[config.mk]
export PLATFORM = sky130hd
export DESIGN_NAME = tile_ctrl_axil_master_flat
export DESIGN_NICKNAME = d
export VERILOG_FILES = /design/src/rtl/tile_ctrl_axil_master_if.sv /design/src/rtl/tile_ctrl_axil_master.sv /design/src/flat_wrapper.sv
export SDC_FILE = /design/constraint.sdc
export NUM_CORES = 1
export LEC_CHECK = 0
export ABC_AREA = 1
export CAP_MARGIN = 20
export CORE_MARGIN = 2
export CORE_UTILIZATION = 44
export CTS_BUF_LIST = sky130_fd_sc_hd__clkbuf_8
export DETAILED_ROUTE_END_ITERATION = 10
export PLACE_DENSITY = 0.93
export SKIP_CTS_REPAIR_TIMING = 1
export SLEW_MARGIN = 10
export SYNTH_ARGS = -nofsm -noshare
export SYNTH_HDL_FRONTEND = slang
export SYNTH_SLANG_ARGS = --single-unit
[constraint.sdc]
create_clock -name clk_control -period 2.9 [get_ports clk_control]
set_clock_uncertainty 0.2 [all_clocks]
set_input_delay 0.58 -clock clk_control [delete_from_list [all_inputs] [get_ports clk_control]]
set_output_delay 0.58 -clock clk_control [all_outputs]
set_load 0.02 [all_outputs]
[src/rtl/tile_ctrl_axil_master_if.sv]
// rtl/tile_ctrl_axil_master_if.sv - AXI4-Lite control bus bundle with master/slave views
interface tile_ctrl_axil_master_if #(
  parameter int BW       = 32,
  parameter int BWB      = BW / 8,
  parameter int AXI_ADDR = 8
);
  logic [AXI_ADDR-1:0] awaddr;
  logic                awvalid;
  logic                awready;
  logic [BW-1:0]       wdata;
  logic [BWB-1:0]      wstrb;
  logic                wvalid;
  logic                wready;
  logic [1:0]          bresp;
  logic                bvalid;
  logic                bready;
  logic [AXI_ADDR-1:0] araddr;
  logic                arvalid;
  logic                arready;
  logic [BW-1:0]       rdata;
  logic [1:0]          rresp;
  logic                rvalid;
  logic                rready;

  modport master (
    output awaddr, awvalid, input awready,
    output wdata, wstrb, wvalid, input wready,
    input bresp, bvalid, output bready,
    output araddr, arvalid, input arready,
    input rdata, rresp, rvalid, output rready
  );

  modport slave (
    input awaddr, awvalid, output awready,
    input wdata, wstrb, wvalid, output wready,
    output bresp, bvalid, input bready,
    input araddr, arvalid, output arready,
    output rdata, rresp, rvalid, input rready
  );
endinterface

[src/rtl/tile_ctrl_axil_master.sv]
// rtl/tile_ctrl_axil_master.sv - single-outstanding AXI4-Lite initiator for a tile control port (optional abort: TILE_CTRL_AXIL_TIMEOUT_EN)
module tile_ctrl_axil_master #(
  parameter int BW             = 32,
  parameter int BWB            = BW / 8,
  parameter int AXI_ADDR       = 8,
  parameter int TIMEOUT_CYCLES = 1024
) (
  input  logic                clk_control,
  input  logic                clk_control_rst_high,
  input  logic                cmd_valid,
  output logic                cmd_ready,
  input  logic                cmd_write,
  input  logic [AXI_ADDR-1:0] cmd_addr,
  input  logic [BW-1:0]       cmd_wdata,
  input  logic [BWB-1:0]      cmd_wstrb,
  output logic                rsp_valid,
  input  logic                rsp_ready,
  output logic                rsp_write,
  output logic [BW-1:0]       rsp_data,
  output logic [1:0]          rsp_resp,
  output logic                rsp_timeout,
  tile_ctrl_axil_master_if.master control_M_AXI
);

  typedef enum logic [2:0] {
    IDLE    = 3'd0,
    WR_AW_W = 3'd1,
    WR_B    = 3'd2,
    RD_AR   = 3'd3,
    RD_R    = 3'd4,
    RESP    = 3'd5
  } state_t;

  state_t              state_q, state_n;
  logic                cmd_ready_n;
  logic                awvalid_q, awvalid_n;
  logic                wvalid_q, wvalid_n;
  logic                bready_q, bready_n;
  logic                arvalid_q, arvalid_n;
  logic                rready_q, rready_n;
  logic                write_q, write_n;
  logic [AXI_ADDR-1:0] addr_q, addr_n;
  logic [BW-1:0]       wdata_q, wdata_n;
  logic [BWB-1:0]      wstrb_q, wstrb_n;
  logic                rsp_valid_n;
  logic                rsp_write_n;
  logic [BW-1:0]       rsp_data_n;
  logic [1:0]          rsp_resp_n;
  logic                rsp_timeout_n;

`ifdef TILE_CTRL_AXIL_TIMEOUT_EN
  localparam int CW = $clog2(TIMEOUT_CYCLES) + 1;
  logic [CW-1:0] cnt_q, cnt_n;
  logic          in_wait;
`else
  // The wait budget only matters when the abort logic is built.
  logic unused_timeout_cfg;
  assign unused_timeout_cfg = |TIMEOUT_CYCLES;
`endif

  // The same latched address serves both address channels; only one VALID is ever raised.
  assign control_M_AXI.awaddr  = addr_q;
  assign control_M_AXI.araddr  = addr_q;
  assign control_M_AXI.wdata   = wdata_q;
  assign control_M_AXI.wstrb   = wstrb_q;
  assign control_M_AXI.awvalid = awvalid_q;
  assign control_M_AXI.wvalid  = wvalid_q;
  assign control_M_AXI.bready  = bready_q;
  assign control_M_AXI.arvalid = arvalid_q;
  assign control_M_AXI.rready  = rready_q;

  // Next-state and next-output computation; every output is then registered below.
  always_comb begin
    state_n       = state_q;
    cmd_ready_n   = cmd_ready;
    awvalid_n     = awvalid_q;
    wvalid_n      = wvalid_q;
    bready_n      = bready_q;
    arvalid_n     = arvalid_q;
    rready_n      = rready_q;
    write_n       = write_q;
    addr_n        = addr_q;
    wdata_n       = wdata_q;
    wstrb_n       = wstrb_q;
    rsp_valid_n   = rsp_valid;
    rsp_write_n   = rsp_write;
    rsp_data_n    = rsp_data;
    rsp_resp_n    = rsp_resp;
    rsp_timeout_n = rsp_timeout;

    case (state_q)
      IDLE: begin
        cmd_ready_n = 1'b1;
        if (cmd_valid && cmd_ready) begin
          cmd_ready_n = 1'b0;
          write_n     = cmd_write;
          addr_n      = cmd_addr;
          wdata_n     = cmd_wdata;
          wstrb_n     = cmd_wstrb;
          if (cmd_write) begin
            state_n   = WR_AW_W;
            awvalid_n = 1'b1;
            wvalid_n  = 1'b1;
          end else begin
            state_n   = RD_AR;
            arvalid_n = 1'b1;
          end
        end
      end
      WR_AW_W: begin
        // AW and W complete independently, in any order.
        if (awvalid_q && control_M_AXI.awready) awvalid_n = 1'b0;
        if (wvalid_q && control_M_AXI.wready)   wvalid_n  = 1'b0;
        if (!awvalid_n && !wvalid_n) begin
          state_n  = WR_B;
          bready_n = 1'b1;
        end
      end
      WR_B: begin
        if (control_M_AXI.bvalid) begin
          state_n       = RESP;
          bready_n      = 1'b0;
          rsp_valid_n   = 1'b1;
          rsp_write_n   = 1'b1;
          rsp_data_n    = '0;
          rsp_resp_n    = control_M_AXI.bresp;
          rsp_timeout_n = 1'b0;
        end
      end
      RD_AR: begin
        if (control_M_AXI.arready) begin
          state_n   = RD_R;
          arvalid_n = 1'b0;
          rready_n  = 1'b1;
        end
      end
      RD_R: begin
        if (control_M_AXI.rvalid) begin
          state_n       = RESP;
          rready_n      = 1'b0;
          rsp_valid_n   = 1'b1;
          rsp_write_n   = 1'b0;
          rsp_data_n    = control_M_AXI.rdata;
          rsp_resp_n    = control_M_AXI.rresp;
          rsp_timeout_n = 1'b0;
        end
      end
      RESP: begin
        if (rsp_ready) begin
          state_n     = IDLE;
          rsp_valid_n = 1'b0;
          cmd_ready_n = 1'b1;
        end
      end
      default: begin
        state_n = IDLE;
      end
    endcase

`ifdef TILE_CTRL_AXIL_TIMEOUT_EN
    in_wait = (state_q == WR_AW_W) || (state_q == WR_B) ||
              (state_q == RD_AR)   || (state_q == RD_R);
    cnt_n = cnt_q;
    if (state_q == IDLE)  cnt_n = '0;
    else if (in_wait)     cnt_n = cnt_q + CW'(1);
    // Budget covers the whole transaction, so moving between wait states does not rescue it.
    if (in_wait && (cnt_q == CW'(TIMEOUT_CYCLES - 1)) && (state_n != RESP)) begin
      state_n       = RESP;
      awvalid_n     = 1'b0;
      wvalid_n      = 1'b0;
      bready_n      = 1'b0;
      arvalid_n     = 1'b0;
      rready_n      = 1'b0;
      rsp_valid_n   = 1'b1;
      rsp_write_n   = write_q;
      rsp_data_n    = '0;
      rsp_resp_n    = 2'b10;
      rsp_timeout_n = 1'b1;
    end
`endif
  end

  // State and output registers; reset discards any transaction in flight.
  always_ff @(posedge clk_control) begin
    if (clk_control_rst_high) begin
      state_q     <= IDLE;
      cmd_ready   <= 1'b0;
      awvalid_q   <= 1'b0;
      wvalid_q    <= 1'b0;
      bready_q    <= 1'b0;
      arvalid_q   <= 1'b0;
      rready_q    <= 1'b0;
      write_q     <= 1'b0;
      addr_q      <= '0;
      wdata_q     <= '0;
      wstrb_q     <= '0;
      rsp_valid   <= 1'b0;
      rsp_write   <= 1'b0;
      rsp_data    <= '0;
      rsp_resp    <= 2'b00;
      rsp_timeout <= 1'b0;
    end else begin
      state_q     <= state_n;
      cmd_ready   <= cmd_ready_n;
      awvalid_q   <= awvalid_n;
      wvalid_q    <= wvalid_n;
      bready_q    <= bready_n;
      arvalid_q   <= arvalid_n;
      rready_q    <= rready_n;
      write_q     <= write_n;
      addr_q      <= addr_n;
      wdata_q     <= wdata_n;
      wstrb_q     <= wstrb_n;
      rsp_valid   <= rsp_valid_n;
      rsp_write   <= rsp_write_n;
      rsp_data    <= rsp_data_n;
      rsp_resp    <= rsp_resp_n;
      rsp_timeout <= rsp_timeout_n;
    end
  end

`ifdef TILE_CTRL_AXIL_TIMEOUT_EN
  // Wait-cycle counter for the abort path.
  always_ff @(posedge clk_control) begin
    if (clk_control_rst_high) cnt_q <= '0;
    else                      cnt_q <= cnt_n;
  end
`endif

endmodule

[src/flat_wrapper.sv]
// flat-port wrapper written by rule: the top's interface ports become plain ports
module tile_ctrl_axil_master_flat 
#(
  parameter int BW             = 32,
  parameter int BWB            = BW / 8,
  parameter int AXI_ADDR       = 8,
  parameter int TIMEOUT_CYCLES = 1024
)
  (clk_control, clk_control_rst_high, cmd_valid, cmd_ready, cmd_write, cmd_addr, cmd_wdata, cmd_wstrb, rsp_valid, rsp_ready, rsp_write, rsp_data, rsp_resp, rsp_timeout, control_M_AXI_awaddr, control_M_AXI_awvalid, control_M_AXI_awready, control_M_AXI_wdata, control_M_AXI_wstrb, control_M_AXI_wvalid, control_M_AXI_wready, control_M_AXI_bresp, control_M_AXI_bvalid, control_M_AXI_bready, control_M_AXI_araddr, control_M_AXI_arvalid, control_M_AXI_arready, control_M_AXI_rdata, control_M_AXI_rresp, control_M_AXI_rvalid, control_M_AXI_rready);
  tile_ctrl_axil_master_if #(.BW(BW), .BWB(BWB), .AXI_ADDR(AXI_ADDR)) control_M_AXI_i ();
  input  logic clk_control;
  input  logic clk_control_rst_high;
  input  logic cmd_valid;
  output logic cmd_ready;
  input  logic cmd_write;
  input  logic [AXI_ADDR-1:0] cmd_addr;
  input  logic [BW-1:0] cmd_wdata;
  input  logic [BWB-1:0] cmd_wstrb;
  output logic rsp_valid;
  input  logic rsp_ready;
  output logic rsp_write;
  output logic [BW-1:0] rsp_data;
  output logic [1:0] rsp_resp;
  output logic rsp_timeout;
  output wire logic [$bits(control_M_AXI_i.awaddr)-1:0] control_M_AXI_awaddr;
  output wire logic [$bits(control_M_AXI_i.awvalid)-1:0] control_M_AXI_awvalid;
  input wire logic [$bits(control_M_AXI_i.awready)-1:0] control_M_AXI_awready;
  output wire logic [$bits(control_M_AXI_i.wdata)-1:0] control_M_AXI_wdata;
  output wire logic [$bits(control_M_AXI_i.wstrb)-1:0] control_M_AXI_wstrb;
  output wire logic [$bits(control_M_AXI_i.wvalid)-1:0] control_M_AXI_wvalid;
  input wire logic [$bits(control_M_AXI_i.wready)-1:0] control_M_AXI_wready;
  input wire logic [$bits(control_M_AXI_i.bresp)-1:0] control_M_AXI_bresp;
  input wire logic [$bits(control_M_AXI_i.bvalid)-1:0] control_M_AXI_bvalid;
  output wire logic [$bits(control_M_AXI_i.bready)-1:0] control_M_AXI_bready;
  output wire logic [$bits(control_M_AXI_i.araddr)-1:0] control_M_AXI_araddr;
  output wire logic [$bits(control_M_AXI_i.arvalid)-1:0] control_M_AXI_arvalid;
  input wire logic [$bits(control_M_AXI_i.arready)-1:0] control_M_AXI_arready;
  input wire logic [$bits(control_M_AXI_i.rdata)-1:0] control_M_AXI_rdata;
  input wire logic [$bits(control_M_AXI_i.rresp)-1:0] control_M_AXI_rresp;
  input wire logic [$bits(control_M_AXI_i.rvalid)-1:0] control_M_AXI_rvalid;
  output wire logic [$bits(control_M_AXI_i.rready)-1:0] control_M_AXI_rready;
  assign control_M_AXI_awaddr = control_M_AXI_i.awaddr;
  assign control_M_AXI_awvalid = control_M_AXI_i.awvalid;
  assign control_M_AXI_i.awready = control_M_AXI_awready;
  assign control_M_AXI_wdata = control_M_AXI_i.wdata;
  assign control_M_AXI_wstrb = control_M_AXI_i.wstrb;
  assign control_M_AXI_wvalid = control_M_AXI_i.wvalid;
  assign control_M_AXI_i.wready = control_M_AXI_wready;
  assign control_M_AXI_i.bresp = control_M_AXI_bresp;
  assign control_M_AXI_i.bvalid = control_M_AXI_bvalid;
  assign control_M_AXI_bready = control_M_AXI_i.bready;
  assign control_M_AXI_araddr = control_M_AXI_i.araddr;
  assign control_M_AXI_arvalid = control_M_AXI_i.arvalid;
  assign control_M_AXI_i.arready = control_M_AXI_arready;
  assign control_M_AXI_i.rdata = control_M_AXI_rdata;
  assign control_M_AXI_i.rresp = control_M_AXI_rresp;
  assign control_M_AXI_i.rvalid = control_M_AXI_rvalid;
  assign control_M_AXI_rready = control_M_AXI_i.rready;
  tile_ctrl_axil_master #(.BW(BW), .BWB(BWB), .AXI_ADDR(AXI_ADDR), .TIMEOUT_CYCLES(TIMEOUT_CYCLES)) u_core (.clk_control(clk_control), .clk_control_rst_high(clk_control_rst_high), .cmd_valid(cmd_valid), .cmd_ready(cmd_ready), .cmd_write(cmd_write), .cmd_addr(cmd_addr), .cmd_wdata(cmd_wdata), .cmd_wstrb(cmd_wstrb), .rsp_valid(rsp_valid), .rsp_ready(rsp_ready), .rsp_write(rsp_write), .rsp_data(rsp_data), .rsp_resp(rsp_resp), .rsp_timeout(rsp_timeout), .control_M_AXI(control_M_AXI_i));
endmodule
==> results.md, run 1 <==
STA:
- The final critical path takes up approximately three quarters of the cycle.
- The worst slew margin relative to its limit is 53.2%.
- Setup violations remaining at the end of the flow were counted as 0.
- The upper clock frequency limit is about 0.47 GHz.
- The number of hold violations in the final report was 0.
- The number of max-slew violations in the final report was 0.
- Setup repair after global routing left no endpoint under its margin.
- For the finished layout, the period the worst path requires is around 2.1 ns.
- At the pin with the least slew margin, the transition time is around 0.7 ns.
- Adding up every negative setup slack in the final design gives 0 ns.

Clocking:
- The maximum buffer depth of the clock tree is 2.
- For the worst-skew pair, the clock arrives at the later sink with an insertion delay of 0.34 ns.
- The number of levels in the clock H-tree is 3.
- TritonCTS built the clock tree.
- After clock tree synthesis, the clock-pin slew on the worst setup and hold paths is approximately 0.09 ns.
- Counting every sink on the clock net gives between 80 and 90.
- The root cell of the clock tree is clkbuf_8.
- The number of clock buffers added by TritonCTS is 9.

Cells and area:
- Of the cells placed in the final design, the portion with a size suffix greater than 1 is 4.98%.
- The number of nets in the final layout is a little over 700.
- The library cell used most frequently in the layout, excluding fill and tap cells, is clkdlybuf4s50_1.
- The number of fill cells in the layout is ~590.
- Cells fill 71.3% of the core in the end.
- In the layout the commonest cells are clkdlybuf4s50_1, nand2_1, nor2_1.
- The area growth from synthesis to layout is 56.9%.
- The final antenna diode count is 0.

Setup path:
- The critical path is of the reg -> out type.
- The data arrival at the endpoint of the critical path is around 1.4 ns.
- The highest fanout seen on the critical path is 3.
- The cell family contributing the most delay on the critical path is buffers and inverters.
- In this design, the stage delay of the slowest critical-path cell is approximately 0.65 ns.
- Walking the worst path, the cells encountered are clkdlybuf4s50_1.
- The worst endpoint required time is about 2.1 ns.
- The total buffers and inverters traversed by the critical path is 1.
- The largest individual stage delay along the critical path comes from the cell clkdlybuf4s50_1.
- STA classifies the critical path endpoint as an output pin.
- The category of the worst setup path launch point is a flop.

Power and ir drop:
- In this run the static leakage power is roughly 2.2 nW.
- The largest voltage drop on the vdd net is ~420 uV.
- The power per cell area is approximately 760 nW/um^2.

Global route:
- The pin count of the biggest net entering global routing is 52.
- The initial antenna violation count is 0.
- The first global-routing pass estimated approximately 16000 um of wire.
- In the global route stage, overall resource usage came out at roughly 23%.
- After global routing the overflow that remains totals 0.
- The via count of the first global-routing pass is 3533.

Yosys:
- Counting distinct cell types in the post-synthesis netlist gives 32.
- Dividing the synthesized area by the synthesized cell count gives around 7.7 sq um.
- Counting every net in the synthesized netlist gives 546.
- The post-synthesis instance area is roughly 3500 sq um.
- The Yosys warning count is 0.
- The sequential area share after synthesis is between 50% and 60%.
- In the synthesized netlist, the number of instances is 456.
- The number of storage elements in the synthesis netlist is a little under 90.

Placement:
- The HPWL after detailed placement is about 7400 um.
- Input and output buffers added on the ports amount to 183.
- The congestion estimate from routability-driven global placement came to between 0.8 and 0.9.

Routing:
- The via count is approximately 3500.
- The count of nets left with antenna violations once routing finished came out at 0.
- The wire length reported by the detailed router is just over 10000 um.
- The length of the first detailed-routing pass in iterations is 4.
- The number of DRC violations after detailed-routing iteration 0 is 118.
- In the routed design, unresolved DRC markers number 0.
- The wire length per cell after detailed routing is approximately 14 um.
- The ratio of routed vias to standard cells is 4.89.

Die:
- The initial core utilization is ~45%.
- The placement row count is 32.
- The core region area is roughly 7700 sq um.
- The horizontal extent of the die is approximately 93 um.
- The count of pins on the block boundary is around 190.
- The height of the chip is 93.1 um.
- The overall die area is a little under 9000 sq um.

Outcome:
- The flow ran to the end, and the final reports show no timing, DRC or antenna violations.

Run:
- Max-cap violations in this run came to 0.

Worst hold path:
- The path type of the worst min-delay path is reg -> reg.
## layer usage
metal	track usage, %	part of all wire, %	up-vias
met4	7.23	1.4	0
met2	39.2	48	162
met1	25.0	39	1601
met3	9.19	11	16
li1	-	-	1764
met5	0	0	-
## where the power goes
part	leakage [nW]	internal [mW]	total, mW	switching, mW
Clock	0.113	0.565	0.976	0.411
Combinational	1.37	0.687	1.59	0.907
Sequential	0.724	1.44	1.61	0.172
Total	2.20	2.69	4.18	1.49
## cell usage after synthesis (all sizes together)
cell	n	area share, %
clkbuf	9	1.0
conb	1	0.11
dfxtp	89	51
nand4	1	0.18
o21ai	46	6.6
o2111ai	1	0.25
o21bai	1	0.22
nand2	104	12
nand3	10	1.9
nor3	2	0.43
o211a	1	0.29
a31oi	1	0.18
inv	19	2.1
nor2	104	12
a21oi	41	6.0
buf	26	5.5
## cell type report
cell class	instances	area, sq um	share of cell area [%]
Multi-Input combinational cell	313	1410	25.7
Sequential cell	89	1780	32.5
Timing Repair Buffer	186	1850	33.9
Clock buffer	9	124	2.26
Tap cell	102	128	2.33
Inverter	19	73.8	1.35
Clock inverter	6	109	1.99
## kinds of logic (layout without fill, tap and decap cells)
group / Yosys count / in the layout / share of synthesized area [%]
simple gates: 221 / 221 / 26.7
compound gates: 91 / 91 / 13.5
flops: 89 / 89 / 51.0
buf+inv: 54 / 220 / 8.64
other cells: 1 / 1 / 0.107
## path summary, 6_finish.rpt
check | endpoint | slack (ns) | cells past startpoint | start
min reg2reg | u_core.rsp_data[23]$_SDFFE_PP0P_ | 0.26 | 2 | u_core.rsp_data[23]$_SDFFE_PP0P_
max reg2reg | u_core.rsp_resp[0]$_SDFFE_PP0P_ | 0.91 | 8 | u_core.state_q[2]$_SDFFE_PP0P_
max | control_M_AXI_araddr[0] | 0.75 | 1 | u_core.control_M_AXI.araddr[0]$_SDFFE_PP0P_
min | u_core.rsp_data[23]$_SDFFE_PP0P_ | 0.26 | 2 | u_core.rsp_data[23]$_SDFFE_PP0P_
## sequential cells by signal, indices dropped and copies added, names as in the netlist, 2 cells and up
name                         cells
u_core.rsp_data                 32
u_core.state_q                   3
u_core.control_M_AXI.wstrb       4
u_core.control_M_AXI.wdata      32
u_core.rsp_resp                  2
u_core.control_M_AXI.araddr      8
## metrics by stage
step	instances	power [mW]	instance area [sq um]	hold slack (ns)	setup WS [ns]
after floorplan	456	2.62	3490	0.336	1.29
after global placement	709	3.17	5250	0.248	0.639
after detailed placement	709	3.23	5250	0.251	0.578
after CTS	724	4.21	5480	0.263	0.718
after global routing	724	4.40	5480	0.284	0.693
final	724	4.18	5480	0.263	0.750
No activity file was read; power rests on OpenSTA's default activity.
==> inputs of run 2 (changes only) <==
--- a/config.mk
+++ b/config.mk
@@ -8,10 +8,10 @@
 export ABC_AREA = 1
 export CAP_MARGIN = 20
 export CORE_MARGIN = 2
-export CORE_UTILIZATION = 44
+export CORE_UTILIZATION = 40
 export CTS_BUF_LIST = sky130_fd_sc_hd__clkbuf_8
 export DETAILED_ROUTE_END_ITERATION = 10
-export PLACE_DENSITY = 0.93
+export PLACE_DENSITY = 0.86
 export SKIP_CTS_REPAIR_TIMING = 1
 export SLEW_MARGIN = 10
 export SYNTH_ARGS = -nofsm -noshare
==> constraint.sdc (replaced) <==
create_clock -name clk_control -period 1.98 [get_ports clk_control]
set_clock_uncertainty 0.2 [all_clocks]
set_input_delay 0.396 -clock clk_control [delete_from_list [all_inputs] [get_ports clk_control]]
set_output_delay 0.396 -clock clk_control [all_outputs]
set_load 0.02 [all_outputs]
==> run 2 against run 1 <==
Via count decreased by 0.76%. Cell count increased by 1.7%. Routed wire length decreased by 4.3%. Flip-flop and latch count unchanged. Total power increased by 43%. First-iteration DRC count decreased by 2.5%. Clock power increased by 21%. Final area increased by 1.6%.
==> results.md, run 2 (synthesized netlist as in run 1, its figures left out) <==
Die:
- The floorplan step defined a die boundary enclosing between 9000 and 10000 sq um.
- For this configuration, the core starts out at a cell density of 40.6%.
- Row generation in the floorplan step produced 34 rows.
- The horizontal extent of the die is approximately 97 um.
- about 190 I/O pins were placed.
- Measured along the y axis, the die boundary spans 97.4 um.
- The core region area is roughly 8600 sq um.

Setup path:
- The category of the worst setup path launch point is a flop.
- The worst register-to-register path ends at u_core.rsp_data[24]$_SDFFE_PP0P_.
- The logic depth of the worst register-to-register path is 7.
- Data on the critical path arrives at its endpoint at 1.33 ns.
- The total buffers and inverters traversed by the critical path is 1.
- On the worst path, the slowest cell contributes a delay of approximately 0.62 ns.
- Traced cell by cell, the critical path runs through clkdlybuf4s50_1.
- The worst-path cell with the longest stage delay is clkdlybuf4s50_1.
- The number of gates on the worst path with buffers counted is 1.
- The capture point of the critical path is control_M_AXI_awvalid.
- The kind of cell with the highest combined delay along the critical path is buffers and inverters.
- Across all register-to-register paths, the minimum setup slack is about 0.24 ns.
- The worst endpoint required time is approximately 1.4 ns.
- The critical path in this run is classified as reg -> out.
- The startpoint identified for the worst register-to-register timing path is u_core.state_q[0]$_SDFFE_PP0P_.
- In this run the worst setup path begins at u_core.control_M_AXI.awvalid$_SDFFE_PP0P_.
- STA classifies the critical path endpoint as an output pin.
- The highest fanout seen on the critical path is 4.

Cells and area:
- The multi-input logic area is between 1000 and 1500 sq um.
- Of the cells placed in the final design, the portion with a size suffix greater than 1 is slightly above 6%.
- The number of nets in the final layout is 715.
- The most frequent standard cell in the layout excluding fill and tap cells is clkdlybuf4s50_1.
- The post-route standard cell area excluding fillers is 5570 sq um.
- Leaving out fill and tap cells, the most frequent cells in the layout are clkdlybuf4s50_1, nand2_1, nor2_1.
- The layout has 730 filler cells.
- The share of the core filled with cells in the final layout is between 60% and 70%.
- The layout overhead on the synthesized area is 59.5%.
- The sequential standard cell area is between 1500 and 2000 sq um.
- The final antenna diode count is 0.

STA:
- The worst path setup slack after routing is about 0.051 ns.
- The part of the cycle the worst path needs is 97.4%.
- The final count of negative-setup-slack endpoints is 0.
- The upper clock frequency limit is around 0.52 GHz.
- The final critical delay including setup and external delays is roughly 1.9 ns.
- The number of max-slew violations in the final report was 0.
- The number of hold violations in the final report was 0.

Routing:
- The number of DRC violations after detailed-routing iteration 0 is roughly 120.
- Dividing the detail-routed wire length by the instance count gives 13.1 um.
- For this block, the routed nets add up to about 9700 um of wire.
- After detailed routing, the number of vias per cell comes to ~4.8.
- The final route contains ~3500 vias.
- The wire length on met3 is ~1100 um.
- The final antenna-violating net count is 0.
- The met2 wire length is around 4600 um.
- For this run, design rule violations remaining after detail routing come to 0.
- The length of the first detailed-routing pass in iterations is 4.
- After detailed routing, the wire length on met1 is ~3900 um.
- The uppermost signal routing layer after detailed routing is met4.

Clocking:
- The number of clock buffers added by TritonCTS is 9.
- The clock tree from TritonCTS is yes.
- The root cell of the clock tree is clkbuf_8.
- The clock sink count is ~90.
- The H-tree was split into 3 levels.
- The insertion delay to the later sink of the worst-skew pair is around 0.33 ns.
- After clock tree synthesis, the clock-pin slew on the worst setup and hold paths is 0.08 ns.
- The maximum buffer depth of the clock tree is 2.

Worst hold path:
- In this run the most critical hold path is launched from u_core.rsp_data[8]$_SDFFE_PP0P_.
- In this run the worst hold path is classified as reg -> reg.
- The worst hold path passes through 2 cells.

Global route:
- Global routing consumed, over all layers together, about a fifth of the routing resources.
- Entering global routing, the biggest net connects 52 pins.
- The residual overflow from global routing is 0.
- The via count of the first global-routing pass was about 3600.
- The global-route wire length before repair is approximately 16000 um.
- The initial antenna violation count is 0.

Power and ir drop:
- In this run the power density over the cells is 1070 nW/um^2.
- The design draws 5.97 mW.
- IR analysis of the VDD net gives a maximum drop of between 500 and 600 uV.
- Summed over all cells, the static leakage comes to 2.36 nW.

Placement:
- The total cell area at the placement stage is between 5000 and 6000 sq um.
- OpenSTA, run right after detailed placement, puts the worst setup slack at about 0.0037 ns.
- The quantity of I/O buffers inserted on ports is around 180.
- The HPWL after detailed placement is 7060 um.
- The final RePlAce weighted congestion is 0.871.

Run:
- The max-capacitance violation count is 0.

Outcome:
- The run finished with clean final reports.
[run 2: changes by cell type in the layout (fill, tap and decap cells not counted), sizes merged]
| cell | change |
|---|---|
| clkbuf | +1 |
| buf | +7 |
| bufinv | -2 |
| dlymetal6s2s | +7 |
| inv | -1 |
| clkinv | +3 |
| clkdlybuf4s50 | -7 |
| clkinvlp | -2 |
[run 2: where the power goes]
part	total, mW	switching, mW	internal [mW]
registers	2.32	0.216	2.10
logic	2.47	1.36	1.12
clock network	1.18	0.584	0.598
[run 2: final cells by class]
class	count	share of cell area (%)
clock buffers	10	2.47
clock inverters	4	0.809
inverters	19	1.33
multi-input cells	313	25.3
flip-flops and latches	89	32.0
well taps	108	2.43
repair buffers	193	35.7
[run 2: metrics by stage]
step | TNS [ns] | hold slack [ns] | instances
global placement | 0 | 0.248 | 722
detailed placement | 0 | 0.253 | 722
CTS | 0 | 0.264 | 736
floorplan | 0 | 0.331 | 456
global route | -0.00950 | 0.276 | 736
finish | 0 | 0.263 | 736
[run 2: worst min-delay path by stage]
| stage | slack [ns] | to |
|---|---|---|
| floorplan | 0.33 | u_core.control_M_AXI.araddr[0]$_SDFFE_PP0P_ |
| global placement | 0.25 | u_core.rsp_data[14]$_SDFFE_PP0P_ |
| detailed placement | 0.25 | u_core.rsp_data[8]$_SDFFE_PP0P_ |
| CTS | 0.26 | u_core.rsp_data[25]$_SDFFE_PP0P_ |
| global route | 0.28 | u_core.rsp_data[7]$_SDFFE_PP0P_ |
| finish | 0.26 | u_core.rsp_data[8]$_SDFFE_PP0P_ |
[run 2: routing by layer]
layer  vias up  GRT usage, %
li1       1772             -
met1      1576          23.8
met2       151          33.8
met4         0          6.94
met3        17          9.50
met5         -             0
==> inputs of run 3 (changes only) <==
--- a/config.mk
+++ b/config.mk
@@ -8,10 +8,12 @@
 export ABC_AREA = 1
 export CAP_MARGIN = 20
 export CORE_MARGIN = 2
-export CORE_UTILIZATION = 40
+export CORE_UTILIZATION = 55
 export CTS_BUF_LIST = sky130_fd_sc_hd__clkbuf_8
+export CTS_CLUSTER_DIAMETER = 40
 export DETAILED_ROUTE_END_ITERATION = 10
-export PLACE_DENSITY = 0.86
+export DONT_BUFFER_PORTS = 1
+export PLACE_DENSITY = 0.74
 export SKIP_CTS_REPAIR_TIMING = 1
 export SLEW_MARGIN = 10
 export SYNTH_ARGS = -nofsm -noshare
==> run 3 against run 2 <==
The flow now finishes with violations (hold timing). Worst setup slack improved by 0.15 ns. Critical path type is now reg -> reg. Flip-flop and latch count unchanged. Routed wire length decreased by 10%. Worst hold slack got worse by 0.27 ns. Highest routed layer unchanged. Count of clock-buffer cells in the layout decreased by 1. Sequential share of layout area increased by 9.8 points. Largest power group is now registers. Critical endpoint is now u_core.control_M_AXI.wdata[9]$_SDFFE_PP0P_. Fmax increased by 8.2%.
==> results.md, run 3 (synthesized netlist as in run 1, its figures left out) <==
Clocking:
- The clock tree from TritonCTS is yes.
- The cell sitting at the root of the clock tree is a clkbuf_8.
- The total CTS buffers is 9.
- The clock drives 89 sinks.
- The number of levels in the clock H-tree is 3.
- The maximum buffer depth of the clock tree is 2.
- The insertion delay to the later sink of the worst-skew pair is between 0.3 and 0.4 ns.
- The clock-pin slew on the worst setup and hold paths is roughly 0.090 ns.

Global route:
- Entering global routing, the biggest net connects 46 pins.
- The initial antenna violation count is 0.
- Global routing finished with a remaining overflow of 0.
- The global-route usage over all layers is about a fifth.
- The global-route wire length before repair is between 10000 and 15000 um.
- The via count of the first global-routing pass came to 2643.

STA:
- The final critical delay including setup and external delays is between 1.5 and 2 ns.
- The upper clock frequency limit is roughly 0.56 GHz.
- The worst hold margin is -0.0103 ns.
- Setup repair after global routing left no endpoint under its margin.
- The part of the cycle the worst path needs is 90.1%.
- The worst pin sits at a relative slew slack of ~53%.
- The final count of negative-setup-slack endpoints is 0.
- The worst path setup slack after routing is approximately 0.20 ns.
- The number of hold violations in the final report is 5.
- At the pin with the least slew margin, the transition time is ~0.7 ns.
- After routing, the total negative slack on setup checks comes to 0 ns.
- The number of max-slew violations in the final report is 0.

Run:
- The tool flagged a number of max-cap violations equal to 0.

Die:
- The core region area is ~6200 sq um.
- The count of pins on the block boundary is ~190.
- The placement row count is 29.
- The floorplan step defined a die boundary enclosing approximately 7000 sq um.
- The die is ~84 um tall.
- The initial core utilization is 55.9%.
- The floorplan step set the die width to ~84 um.

Worst hold path:
- The path type of the worst min-delay path is in -> reg.

Placement:
- Timing analysis after detailed placement gives a worst setup slack of about 0.17 ns.
- The quantity of I/O buffers inserted on ports is 0.
- The final RePlAce weighted congestion is around 0.85.
- The HPWL after detailed placement is between 5000 and 6000 um.

Cells and area:
- The share of the core filled with cells in the final layout is between 60% and 70%.
- The top cell types in the final layout, fill and taps aside, are nand2_1, nor2_1, dfxtp_1.
- The layout overhead on the synthesized area is 22.2%.
- The number of nets in the final layout is 593.
- The post-route netlist has ~7.9% of its cells at a drive strength greater than 1.
- The final antenna diode count is 0.

Routing:
- In this run the remaining antenna-violating nets after routing total 0.
- The routed layout has 3136 vias.
- Summed over all layers, the routed wires come to between 8000 and 9000 um.
- The length of the first detailed-routing pass in iterations is 5.
- In the final routed layout, each cell accounts on average for 14.8 um.
- In this run, the number of DRC markers left after iteration 0 of detailed routing was approximately 150.
- The ratio of routed vias to standard cells is approximately 5.4.
- The final routed DRC violation total is 0.

Setup path:
- The slowest stage of the critical path is the inv_2 cell.
- The worst endpoint required time is 2.05 ns.
- The critical path capture point type is a flop.
- In this run the worst path has a maximum fanout of 44.
- The worst setup path is launched from a flop.
- The delay contributed by the slowest stage of the critical path is approximately 0.51 ns.
- The data arrival at the endpoint of the critical path is about 1.9 ns.
- Traced cell by cell, the critical path runs through nor2_8, nand2_4, nor2_8, inv_2, nor2_1, nor2_1.
- The classification of the worst setup path is reg -> reg.

Power and ir drop:
- The worst-case IR drop observed on VDD is ~840 uV.
- In this run the power density over the cells is approximately 1200 nW/um^2.
- The static power due to leakage is around 1.8 nW.

Outcome:
- The flow ran to the end, but the final reports show violations.
- The checks that failed: hold timing.
## run 3: cell types whose count changed in the layout (fill, tap and decap cells not counted), sizes merged
cell	before	now
dlygate4sd3	0	62
dlymetal6s2s	7	0
buf	10	9
clkdlybuf4s50	176	0
clkinv	3	2
clkinvlp	0	2
inv	19	21
clkbuf	10	9
## run 3: final timing paths
| path | from | endpoint | slack [ns] | cells past startpoint |
|---|---|---|---|---|
| hold / removal | cmd_addr[7] | u_core.control_M_AXI.araddr[7]$_SDFFE_PP0P_ | -0.01 | 2 |
| setup / recovery | u_core.state_q[1]$_SDFFE_PP0P_ | u_core.control_M_AXI.wdata[9]$_SDFFE_PP0P_ | 0.20 | 6 |
| hold reg to reg | u_core.control_M_AXI.bready$_SDFFE_PP0P_ | u_core.control_M_AXI.bready$_SDFFE_PP0P_ | 0.37 | 2 |
| setup reg to reg | u_core.state_q[1]$_SDFFE_PP0P_ | u_core.control_M_AXI.wdata[9]$_SDFFE_PP0P_ | 0.20 | 6 |
## run 3: report_power, final
group / internal [mW] / leakage [nW] / switching (mW) / total, mW
registers: 2.11 / 0.724 / 0.636 / 2.74
clock network: 0.596 / 0.0977 / 0.657 / 1.25
logic: 0.479 / 0.987 / 0.838 / 1.32
## run 3: through the flow
step	cell area (sq um)	total power, mW	std cells
after floorplan	3490	3.83	456
after global placement	3420	3.91	506
after detailed placement	3420	3.95	506
after CTS	3620	5.21	522
after global routing	4260	5.62	585
final	4260	5.31	585
## run 3: cell type report
cell class                 instances  area [sq um]
inverter                          19          73.8
multi-input combinational        313          1410
clock inverter                     7          78.8
fill                             463          1980
tap                               77          96.3
timing repair buffer              71           701
clock buffer                       9           124
sequential                        89          1780
## run 3: routing by layer
metal,global-route usage (%),routed length [um]
met1,23.6,3500
met2,35.0,4300
met3,7.52,760
met4,8.06,98
met5,0,0
## run 3: worst max-delay path, delay by kind of cell (launching register included)
| kind | cells | cell delay [ns] |
|---|---|---|
| flops | 1 | 0.47 |
| buf+inv | 1 | 0.51 |
| simple gates | 5 | 0.50 |
